### src/rtl/crypto_dispatcher.sv
// Request FIFO and job sequencer in front of the 16-bit crypto core.
// Optional WAIT watchdog is enabled by defining CRYPTO_DISP_TIMEOUT_EN.
module crypto_dispatcher #(
  parameter int DEPTH      = 4,
  parameter int BGN_CYCLES = 10,
  parameter int TIMEOUT    = 255
) (
  input  logic                     clk,
  input  logic                     rst,
  input  logic                     req_valid,
  output logic                     req_ready,
  input  logic [1:0]               req_mode,
  input  logic [15:0]              req_key,
  input  logic [15:0]              req_data,
  output logic                     rsp_valid,
  input  logic                     rsp_ready,
  output logic [15:0]              rsp_data,
  output logic [15:0]              rsp_key,
  output logic                     rsp_err,
  output logic                     core_rst,
  output logic                     core_bgn,
  output logic [1:0]               core_mode,
  output logic [15:0]              core_key,
  output logic [15:0]              core_data,
  input  logic                     core_done,
  input  logic [15:0]              core_data_in,
  input  logic [15:0]              core_key_in,
  output logic                     busy,
  output logic [$clog2(DEPTH):0]   fifo_count
);
  localparam int AW   = $clog2(DEPTH);
  localparam int CMAX = (BGN_CYCLES > TIMEOUT) ? BGN_CYCLES : TIMEOUT;
  localparam int CW   = $clog2(CMAX + 1);
  localparam logic [AW:0]   FULL     = DEPTH[AW:0];
  localparam logic [CW-1:0] BGN_LAST = CW'(BGN_CYCLES - 1);
`ifdef CRYPTO_DISP_TIMEOUT_EN
  localparam logic [CW-1:0] TO_LAST  = CW'(TIMEOUT - 1);
`endif

  typedef struct packed {
    logic [1:0]  mode;
    logic [15:0] key;
    logic [15:0] data;
  } req_t;

  typedef enum logic [2:0] {IDLE, CLEAR, START, WAIT, RESP} state_t;

  req_t          mem [DEPTH];
  req_t          head;
  logic [AW-1:0] wr_ptr, rd_ptr;
  logic          push, pop;
  state_t        state;
  logic [CW-1:0] cnt;

  assign req_ready = (fifo_count != FULL);
  assign push      = req_valid && req_ready;
  assign pop       = (state == IDLE) && (fifo_count != '0);
  assign head      = mem[rd_ptr];
  assign busy      = (state != IDLE) || (fifo_count != '0);

  always_ff @(posedge clk) begin
    if (push) mem[wr_ptr] <= {req_mode, req_key, req_data};
  end

  always_ff @(posedge clk or negedge rst) begin
    if (!rst) begin
      wr_ptr     <= '0;
      rd_ptr     <= '0;
      fifo_count <= '0;
    end else begin
      if (push) wr_ptr <= wr_ptr + 1'b1;
      if (pop)  rd_ptr <= rd_ptr + 1'b1;
      if (push && !pop)      fifo_count <= fifo_count + 1'b1;
      else if (pop && !push) fifo_count <= fifo_count - 1'b1;
    end
  end

  // Core-side buses are only written on pop so they stay frozen for the whole job.
  always_ff @(posedge clk or negedge rst) begin
    if (!rst) begin
      state     <= IDLE;
      cnt       <= '0;
      core_rst  <= 1'b0;
      core_bgn  <= 1'b0;
      core_mode <= '0;
      core_key  <= '0;
      core_data <= '0;
      rsp_valid <= 1'b0;
      rsp_data  <= '0;
      rsp_key   <= '0;
      rsp_err   <= 1'b0;
    end else begin
      case (state)
        IDLE: begin
          core_rst <= 1'b1;
          core_bgn <= 1'b0;
          if (pop) begin
            if (head.mode == 2'b01 || head.mode == 2'b10) begin
              core_mode <= head.mode;
              core_key  <= head.key;
              core_data <= head.data;
              core_rst  <= 1'b0;
              cnt       <= '0;
              state     <= CLEAR;
            end else begin
              rsp_valid <= 1'b1;
              rsp_err   <= 1'b1;
              rsp_data  <= '0;
              rsp_key   <= '0;
              state     <= RESP;
            end
          end
        end
        CLEAR: begin
          if (cnt == CW'(1)) begin
            core_rst <= 1'b1;
            core_bgn <= 1'b1;
            cnt      <= '0;
            state    <= START;
          end else begin
            cnt <= cnt + 1'b1;
          end
        end
        START: begin
          if (core_done) begin
            core_bgn  <= 1'b0;
            rsp_valid <= 1'b1;
            rsp_err   <= 1'b0;
            rsp_data  <= core_data_in;
            rsp_key   <= core_key_in;
            state     <= RESP;
          end else if (cnt == BGN_LAST) begin
            core_bgn <= 1'b0;
            cnt      <= '0;
            state    <= WAIT;
          end else begin
            cnt <= cnt + 1'b1;
          end
        end
        WAIT: begin
          if (core_done) begin
            rsp_valid <= 1'b1;
            rsp_err   <= 1'b0;
            rsp_data  <= core_data_in;
            rsp_key   <= core_key_in;
            state     <= RESP;
          end
`ifdef CRYPTO_DISP_TIMEOUT_EN
          else if (cnt == TO_LAST) begin
            // Hung core: report error and kick it with a one-cycle reset.
            core_rst  <= 1'b0;
            rsp_valid <= 1'b1;
            rsp_err   <= 1'b1;
            rsp_data  <= '0;
            rsp_key   <= '0;
            state     <= RESP;
          end else begin
            cnt <= cnt + 1'b1;
          end
`endif
        end
        RESP: begin
          core_rst <= 1'b1;
          if (rsp_ready) begin
            rsp_valid <= 1'b0;
            state     <= IDLE;
          end
        end
        default: state <= IDLE;
      endcase
    end
  end
endmodule

### config.mk
export PLATFORM = sky130hd
export DESIGN_NAME = crypto_dispatcher
export DESIGN_NICKNAME = d
export VERILOG_FILES = /design/src/rtl/crypto_dispatcher.sv
export SDC_FILE = /design/constraint.sdc
export NUM_CORES = 1
export LEC_CHECK = 0
export ABC_AREA = 1
export BUFFER_PORTS_ARGS = -buffer_cell sky130_fd_sc_hd__buf_2
export CAP_MARGIN = 40
export CORE_ASPECT_RATIO = 0.5
export CORE_MARGIN = 2
export CORE_UTILIZATION = 51
export DETAILED_ROUTE_END_ITERATION = 10
export GPL_TIMING_DRIVEN = 0
export HOLD_SLACK_MARGIN = 0.1
export PLACE_DENSITY_LB_ADDON = 0.12
export SYNTH_ARGS = -nofsm -noshare
export SYNTH_HDL_FRONTEND = slang
export SYNTH_SLANG_ARGS = --single-unit
### constraint.sdc
create_clock -name clk -period 2.5 [get_ports clk]
set_clock_uncertainty 0.2 [all_clocks]
set_input_delay 0.125 -clock clk [delete_from_list [all_inputs] [get_ports clk]]
set_output_delay 0.125 -clock clk [all_outputs]
set_load 0.005 [all_outputs]
# Word level (Yosys, flattened, before mapping)
# Memories as Yosys holds them, arrays and structs flattened.
# Index checks and enable logic that the tools add are counted.
# word_totals
reg_bits	88
latch_bits	0
ram_bits	136
romBits	0
in_bits	71
output_inout_bits	75
elab_cells	100
mem_count	1
# classes
add_sub_neg	5
mul	0
n_div	0
order_cmp	0
eq_ne	18
shift	0
muxes	38
bitwise_logic	0
n_reduce_logical	24
# memory_table
name	depth	width	rd	rd_ports_with_merged_regs	write_ports	line_no	rtl
mem	4	34	1	0	1	48	req_t mem [DEPTH];
# op_table
op	count
16-bit 2-to-1 mux	4
16-bit case mux with 2 select lines	2
8-bit 2-to-1 mux	5
3-bit 2-to-1 mux	9
8-bit case mux with 3 select lines	1
3-bit case mux with 5 select lines	1
3-bit nonzero test	5
1-bit 2-to-1 mux	12
2-bit inequality test (second input constant)	6
5-bit AND reduction	2
1-bit case mux with 3 select lines	3
8-bit by 1-bit adder with 8-bit output (second input constant)	1
8-bit by 1-bit equality test with 1-bit output (second input constant)	1
8-bit by 4-bit equality test with 1-bit output (second input constant)	1
4-bit AND reduction	2
3-bit by 2-bit equality test with 1-bit output (second input constant)	2
3-bit inequality test (second input constant)	2
3-bit AND reduction	2
2-bit by 1-bit adder with 2-bit output (second input constant)	2
1-bit logical AND	4
2-bit by 1-bit inequality test with 1-bit output (second input constant)	2
2-bit nonzero test	2
3-bit by 1-bit adder with 3-bit output (second input constant)	1
3-bit by 1-bit equality test with 1-bit output (second input constant)	1
10 further kinds	12

# Logic depth before layout (Yosys ltp)
# Gate-level depths: netlist of run 1.
# depth
depth_word	6
depth_mapped	12
depth_no_buf	10

# Worst setup path after synthesis of run 1
# Ideal clock, no wire load.
# synth_path
path_kind	flip-flop to flip-flop
start	register fifo_count[0]
end	memory mem[0][0] (netlist bit) (enable)
setup_ps	425
arrival_time_ps	2190
required_time_ps	1875
path_slack_ps	-315
path_stages_with_launch	5
n_path_buf	0
period_less_slack_ps	2815
path_cell_list	dfrtp_1 nor2_1 nand2_1 nand2_1 nor2_1
# synth_between
elab_chain_cells	4
# synth_lines
item	line_no	rtl
from (decl)	29	output logic [$clog2(DEPTH):0] fifo_count
from (signal assigned)	73	if (push && !pop) fifo_count <= fifo_count + 1'b1;
from (signal assigned)	74	else if (pop && !push) fifo_count <= fifo_count - 1'b1;
3-bit inequality test	55	assign req_ready = (fifo_count != FULL);
named net req_ready	11	output logic req_ready,
1-bit logical AND	56	assign push = req_valid && req_ready;
1-bit 2-to-1 mux	62	if (push) mem[wr_ptr] <= {req_mode, req_key, req_data};
1-bit 2-to-1 mux (implied by the code)	62	
to (decl)	48	
# The timed path passes the listed nets, and every way through them passes these cells.

# Worst setup path in the final report of run 1
# layout_path
start	register state[0]
end	output port busy
# layout_between
elab_chain_cells	2
# layout_lines
item	line_no	rtl
from (decl)	52	state_t state;
from (signal assigned)	81	state <= IDLE;
from (signal assigned)	104	state <= CLEAR;
from (signal assigned)	110	state <= RESP;
3-bit nonzero test	59	assign busy = (state != IDLE) || (fifo_count != '0);
1-bit logical OR	59	
to (decl)	28	output logic busy,
# No other way between the ends.

==> results of run 1 <==
[worst max-delay path by stage]
stage | slack, ns | cells after the start | end | startpoint
3_5_place_dp | 0.09 | 8 | fifo_count[1]$_DFFE_PN0P_ | fifo_count[0]$_DFFE_PN0P_
5_1_grt | 0.02 | 6 | busy | state[0]$_DFFE_PN0P_
6_report | 0.14 | 6 | busy | state[0]$_DFFE_PN0P_
4_1_cts | 0.05 | 6 | rsp_key[0]$_DFFE_PN0P_ | fifo_count[0]$_DFFE_PN0P_
3_3_place_gp | -1.54 | 4 | mem[3][31]$_DFFE_PP_ | fifo_count[0]$_DFFE_PN0P_
2_1_floorplan | -0.32 | 4 | mem[0][0]$_DFFE_PP_ | fifo_count[0]$_DFFE_PN0P_
[per-stage QoR]
stage | total power, W | cells | utilization, % | TNS [ns]
2_1_floorplan | 0.008875 | 830 | - | -42.90
3_3_place_gp | 0.01059 | 1208 | 58.48 | -199.18
3_5_place_dp | 0.01082 | 1213 | 59.41 | 0
4_1_cts | 0.01383 | 1325 | 67.17 | 0
5_1_grt | 0.01467 | 1324 | 67.21 | 0
6_report | 0.01377 | 1324 | 67.21 | 0
[power by group]
group	switching, W	total [W]	internal [W]
clock network	0.00133	0.00291	0.00158
registers	0.000486	0.00550	0.00501
logic	0.00338	0.00536	0.00198
[sequential cells by signal (all words and copies together), names as in the netlist]
signal	flops
core_rst	1
cnt	8
wr_ptr	2
core_data	16
core_key	16
rsp_data	16
state	3
core_bgn	1
core_mode	2
rsp_valid	1
rd_ptr	2
mem	136
fifo_count	3
rsp_key	16
rsp_err	1
[repair_timing]
action                     4_1_cts  5_1_grt
hold endpoints to repair       262        0
gates resized for setup          0        3
setup endpoints to repair        0        5
hold buffers                    74        0
[cell families after synthesis]
logic type | Yosys count | synth area share [%]
AO/OA/AOI/OAI | 108 | 6.333
XOR/XNOR | 7 | 0.6602
buffers and inverters | 79 | 3.921
flip-flops | 224 | 67.69
multiplexers | 1 | 0.1213
AND/OR/NAND/NOR | 403 | 20.12
adder cells (fa/ha/maj) | 8 | 1.159
[area by class of cell]
class,count,area (µm²),area share (%)
sequential,224,6287,53.12
multi-input combinational,527,2675,22.60
timing repair buffer,223,1612,13.62
clock buffer,28,561.8,4.746
tap,234,292.8,2.474
buffer,44,232.7,1.966
inverter,34,127.6,1.078
clock inverter,10,47.55,0.4017
[metal layers]
layer  GRT usage (%)  share of wire, %  wire length, µm
met3           4.239               6.4             1431
met1           32.13                45             9955
met5               0                 0                0
met2           38.99                47            10610
met4           6.107               1.6              352
[Yosys cell counts]
library cell / number
ha_1: 7
mux2_2: 1
xnor2_1: 2
or2_0: 2
nor3_1: 1
nand2_1: 182
xor2_1: 5
buf_8: 1
nand2_4: 3
a21oi_1: 6
inv_1: 29
nand3_1: 54
or2_4: 1
buf_2: 10
fa_1: 1
a21oi_2: 2
buf_12: 2
nor2_1: 81
nand3_4: 1
nand4_1: 38
buf_4: 3
nand2_2: 31
o22ai_1: 32
clkbuf_1: 29
nand3_2: 3
nor3_4: 1
o21ai_0: 68
nor2_4: 4
inv_2: 5
nor3_2: 1
edfxtp_1: 136
dfrtp_1: 88
==> impl_metrics.toml, run 1 <==
[status]
status = "finished clean"

[floorplan]
ioPinCount = 146
die_x_um = 194.8
start_util_pct = 52.73
die_h_um = 99.42
row_count = 34
core_area_mm2 = 0.01761
die-area_mm2 = 0.01937

[setup_path]
crit_buf_inv = 3
worstPathCellList = "nor2_4 -> nand2_4 -> inv_2 -> nand2_4 -> clkbuf_1 -> buf_2"
rrSetupSlack_ns = 0.22
crit_family = "buffers and inverters"
crit_type = "reg -> out"
crit_path_frequent_cell = "nand2_4"
regToRegEndpoint = "fifo_count[1]$_DFFE_PN0P_"
cp-start-kind = "register"
r2r_start = "state[0]$_DFFE_PN0P_"
cp.arrival_ns = 2.03
crit_required_ns = 2.17
end_kind = "output port"
reg2reg_depth = 8
critPathSlowestCell = "dfrtp_1"
cp_max_fo = 17
cp_slowest_stage_delay_ns = 0.49

[timing]
setup_ws_ns = 0.1424
period_share_pct = 94.31
fmax_mhz = 424.2
max_slew_margin_pct = 59.58
drv_slew = 0
worst_slew_pin_slew_ns = 0.6049
finalCriticalPeriod_ns = 2.358
hold_ws_ns = 0.1745
rsz0062_at_grt = "no"
setup_viol = 0
final_hold_viol_count = 0

[global_routing]
antenna_found_initial = 0
grt_overflow = 0
first_global_vias = 6921
grt_max_degree = 48
grt_pass1_wl_mm = 35.65
grt_use_total_pct = 23.32

[hold_path]
whs_path_depth = 2
whs_endpoint = "mem[3][6]$_DFFE_PP_"
hp-start = "req_data[6]"
hold_class = "in -> reg"

[yosys]
synth_top_area_share_pct = 43.98
synth_nets = 909
synth_cell_type_count = 32
synth.area.top_cells = "edfxtp_1 44%, dfrtp_1 24%, nand2_1 7.4%"
synth-seq-cells = 224
synth.cell_area_mm2 = 0.009286
syn_avg_cell_area_um2 = 11.19
syn_inst = 830
synth_seq_area_share_pct = 67.69
yosys.area.top_type = "edfxtp_1"
yosysWarnings = 0

[clock_network]
cts_tree = "built"
htreeDepth = 1
clockBufferDepth = 3
post_cts_buffers = 0
path_clk_slew_ns = 0.07
clk_latency_ns = 0.49
cts_buffers = 21
clockRootBuffer = "clkbuf_16"
clock-sinks = 224

[place]
dp_hpwl_mm = 14.25
pre_cts_ws_ns = 0.08883
numPortBuffers = 144
place_area_mm2 = 0.01046
place_congestion = 0.8259

[route]
num_vias = 7004
drcViolationCount = 0
dr.pass1.iters = 5
via_per_inst = 5.290
drt_wl_total_mm = 22.35
detail-route-antenna-nets = 0
wire_per_inst_um = 16.88
drtIter0Drc = 475

[finish]
drive_gt1_share_pct = 23.12
area_growth_pct = 27.46
diodes = 0
final_nets = 1154
n_fill_cell = 1313
final_common_cell = "nand2_1"
most-common-layout-cells = "181 x nand2_1, 153 x buf_2, 136 x edfxtp_1, 87 x dfrtp_1, 77 x nor2_1"
final_area_mm2 = 0.01184

[power_and_ir_drop]
irDropWorstVdd_mv = 0.6033
p_leak_nw = 5.216
powerDensity_mw_per_mm2 = 1163

[flow_run]
drv_cap = 0
No activity file was read; power rests on OpenSTA's default activity.
==> run 2, diff against run 1 <==
--- a/config.mk
+++ b/config.mk
@@ -10,7 +10,7 @@
 export CAP_MARGIN = 40
 export CORE_ASPECT_RATIO = 0.5
 export CORE_MARGIN = 2
-export CORE_UTILIZATION = 51
+export CORE_UTILIZATION = 55
 export DETAILED_ROUTE_END_ITERATION = 10
 export GPL_TIMING_DRIVEN = 0
 export HOLD_SLACK_MARGIN = 0.1
==> constraint.sdc (replaced) <==
create_clock -name clk -period 3 [get_ports clk]
set_clock_uncertainty 0.2 [all_clocks]
set_input_delay 0.15 -clock clk [delete_from_list [all_inputs] [get_ports clk]]
set_output_delay 0.15 -clock clk [all_outputs]
set_load 0.005 [all_outputs]
==> run 2 against run 1 <==
Effect of this change:
- sequential power down 17%
- final cell count down 0.68%
- global-route usage up 2.2 points
- die area down 7.1%
- sequential share of layout area down 0.24 points
- register-to-register slack better by 0.36 ns
- cell area up 0.43%
- non-clock buffer count unchanged
- clock-buffer cell count unchanged
- routed wire length up 1.5%
- flip-flop and latch count unchanged
==> impl_metrics.toml, run 2 (same netlist as run 1, synthesis figures left out) <==
[timing]
rsz0062_at_grt = "no"
final_hold_viol_count = 0
period_share_pct = 80.78
drv_slew = 0
setup_viol = 0
fmax_mhz = 412.6
setup_ws_ns = 0.5766
finalCriticalPeriod_ns = 2.423
worst_slew_pin_slew_ns = 0.6357
max_slew_margin_pct = 57.52

[setup_path]
regToRegEndpoint = "fifo_count[1]$_DFFE_PN0P_"
crit_type = "reg -> reg"
cp.arrival_ns = 2.61
reg2reg_depth = 8
cp-start-kind = "register"
endpoint = "fifo_count[1]$_DFFE_PN0P_"
crit_required_ns = 3.18
rrSetupSlack_ns = 0.58
r2r_start = "fifo_count[0]$_DFFE_PN0P_"
worstSetupStartpoint = "fifo_count[0]$_DFFE_PN0P_"
cp_max_fo = 6
end_kind = "register"

[floorplan]
die_x_um = 187.8
ioPinCount = 146
start_util_pct = 56.51
row_count = 33
die-area_mm2 = 0.01800
core_area_mm2 = 0.01643
die_h_um = 95.88

[power_and_ir_drop]
p_leak_nw = 5.251
powerDensity_mw_per_mm2 = 990.1
irDropWorstVdd_mv = 0.5855

[finish]
final_nets = 1153
most-common-layout-cells = "182 x nand2_1, 153 x buf_2, 136 x edfxtp_1, 88 x dfrtp_1, 77 x nor2_1"
multi_input_area_mm2 = 0.002666
area_growth_pct = 28.01
regArea_mm2 = 0.006286
largest_reg_flops = 136
drive_gt1_share_pct = 23.44
final_cells = 1315
final_common_cell = "nand2_1"
n_fill_cell = 1140
regMostFlops = "mem"
diodes = 0
fin_util_pct = 72.34

[route]
drt_wl_total_mm = 22.69
detail-route-antenna-nets = 0
drtIter0Drc = 510
drcViolationCount = 0
wire_per_inst_um = 17.25
num_vias = 7120
dr.pass1.iters = 5
via_per_inst = 5.414

[hold_path]
hold_class = "in -> reg"
whs_path_depth = 6

[clock_network]
ctsHoldBuffers = 73
cts_buffers = 20
cts_tree = "built"
path_clk_slew_ns = 0.07
clockRootBuffer = "clkbuf_16"
post_cts_buffers = 0
cts.repair.resized = 0
clockBufferDepth = 3
clk_latency_ns = 0.50
clock-sinks = 224
htreeDepth = 1

[place]
pre_cts_ws_ns = 0.5804
dp.cells = 1206
numPortBuffers = 144
place_congestion = 0.8647
dp_hpwl_mm = 14.41

[global_routing]
grt_overflow = 0
grt_pass1_wl_mm = 35.91
first_global_vias = 6973
grt_max_degree = 52
grt_use_total_pct = 25.56
antenna_found_initial = 0

[status]
status = "finished clean"

[flow_run]
drv_cap = 0
## run 2: cell types whose count changed in the layout (fill, tap and decap cells not counted), sizes merged
cell / previous run / this run
bufinv: 0 / 3
clkbuf: 56 / 57
clkinv: 9 / 5
dlygate4sd3: 73 / 72
inv: 35 / 34
## run 2: worst min-delay path by stage
stage	startpoint	endpoint
3_3_place_gp	req_key[7]	mem[3][23]$_DFFE_PP_
5_1_grt	core_done	state[1]$_DFFE_PN0P_
6_report	core_done	state[0]$_DFFE_PN0P_
4_1_cts	core_done	state[0]$_DFFE_PN0P_
3_5_place_dp	rst	rsp_data[1]$_DFFE_PN0P_
2_1_floorplan	rst	cnt[0]$_DFFE_PN0P_
## run 2: area by class of cell
class                           count  area share (%)
Timing Repair Buffer              222           13.35
Clock inverter                      8          0.9999
Multi-Input combinational cell    527           22.43
Sequential cell                   224           52.88
Inverter                           34           1.074
Buffer                             45           1.989
Tap cell                          227           2.389
Clock buffer                       28           4.894
## run 2: critical path: stages, from the launching register on
cell and delay, ns:
dfrtp_1 0.45, nor2_1 0.12, nand2_1 0.07, nand2_1 0.34, inv_1 0.15, ha_1 0.22, inv_1 0.09, fa_1 0.41
mux2_2 0.27
## run 2: power by group
group | internal (W) | switching [W]
clock network | 0.00162 | 0.00111
registers | 0.00418 | 0.000407
logic | 0.00164 | 0.00282
total | 0.00744 | 0.00433
## run 2: layer usage
layer | routed length, µm | share of wire (%) | GRT usage [%] | vias up
met2 | 10830 | 48 | 44.63 | 284
li1 | - | - | - | 3361
met1 | 9844 | 43 | 34.19 | 3441
met5 | 0 | 0 | 0 | -
met3 | 1583 | 7.0 | 3.828 | 34
met4 | 430 | 1.9 | 7.283 | 0
## run 2: through the flow
stage          cell area (µm²)  total power (W)  hold slack, ns  TNS (ns)
5_1_grt                  11890          0.01251          0.2051         0
6_report                 11890          0.01177          0.1420         0
2_1_floorplan             9286         0.007396         -0.3456         0
3_5_place_dp             10450         0.009008        -0.04922         0
3_3_place_gp             10290         0.008807          0.1644   -127.88
4_1_cts                  11890          0.01184          0.1277         0
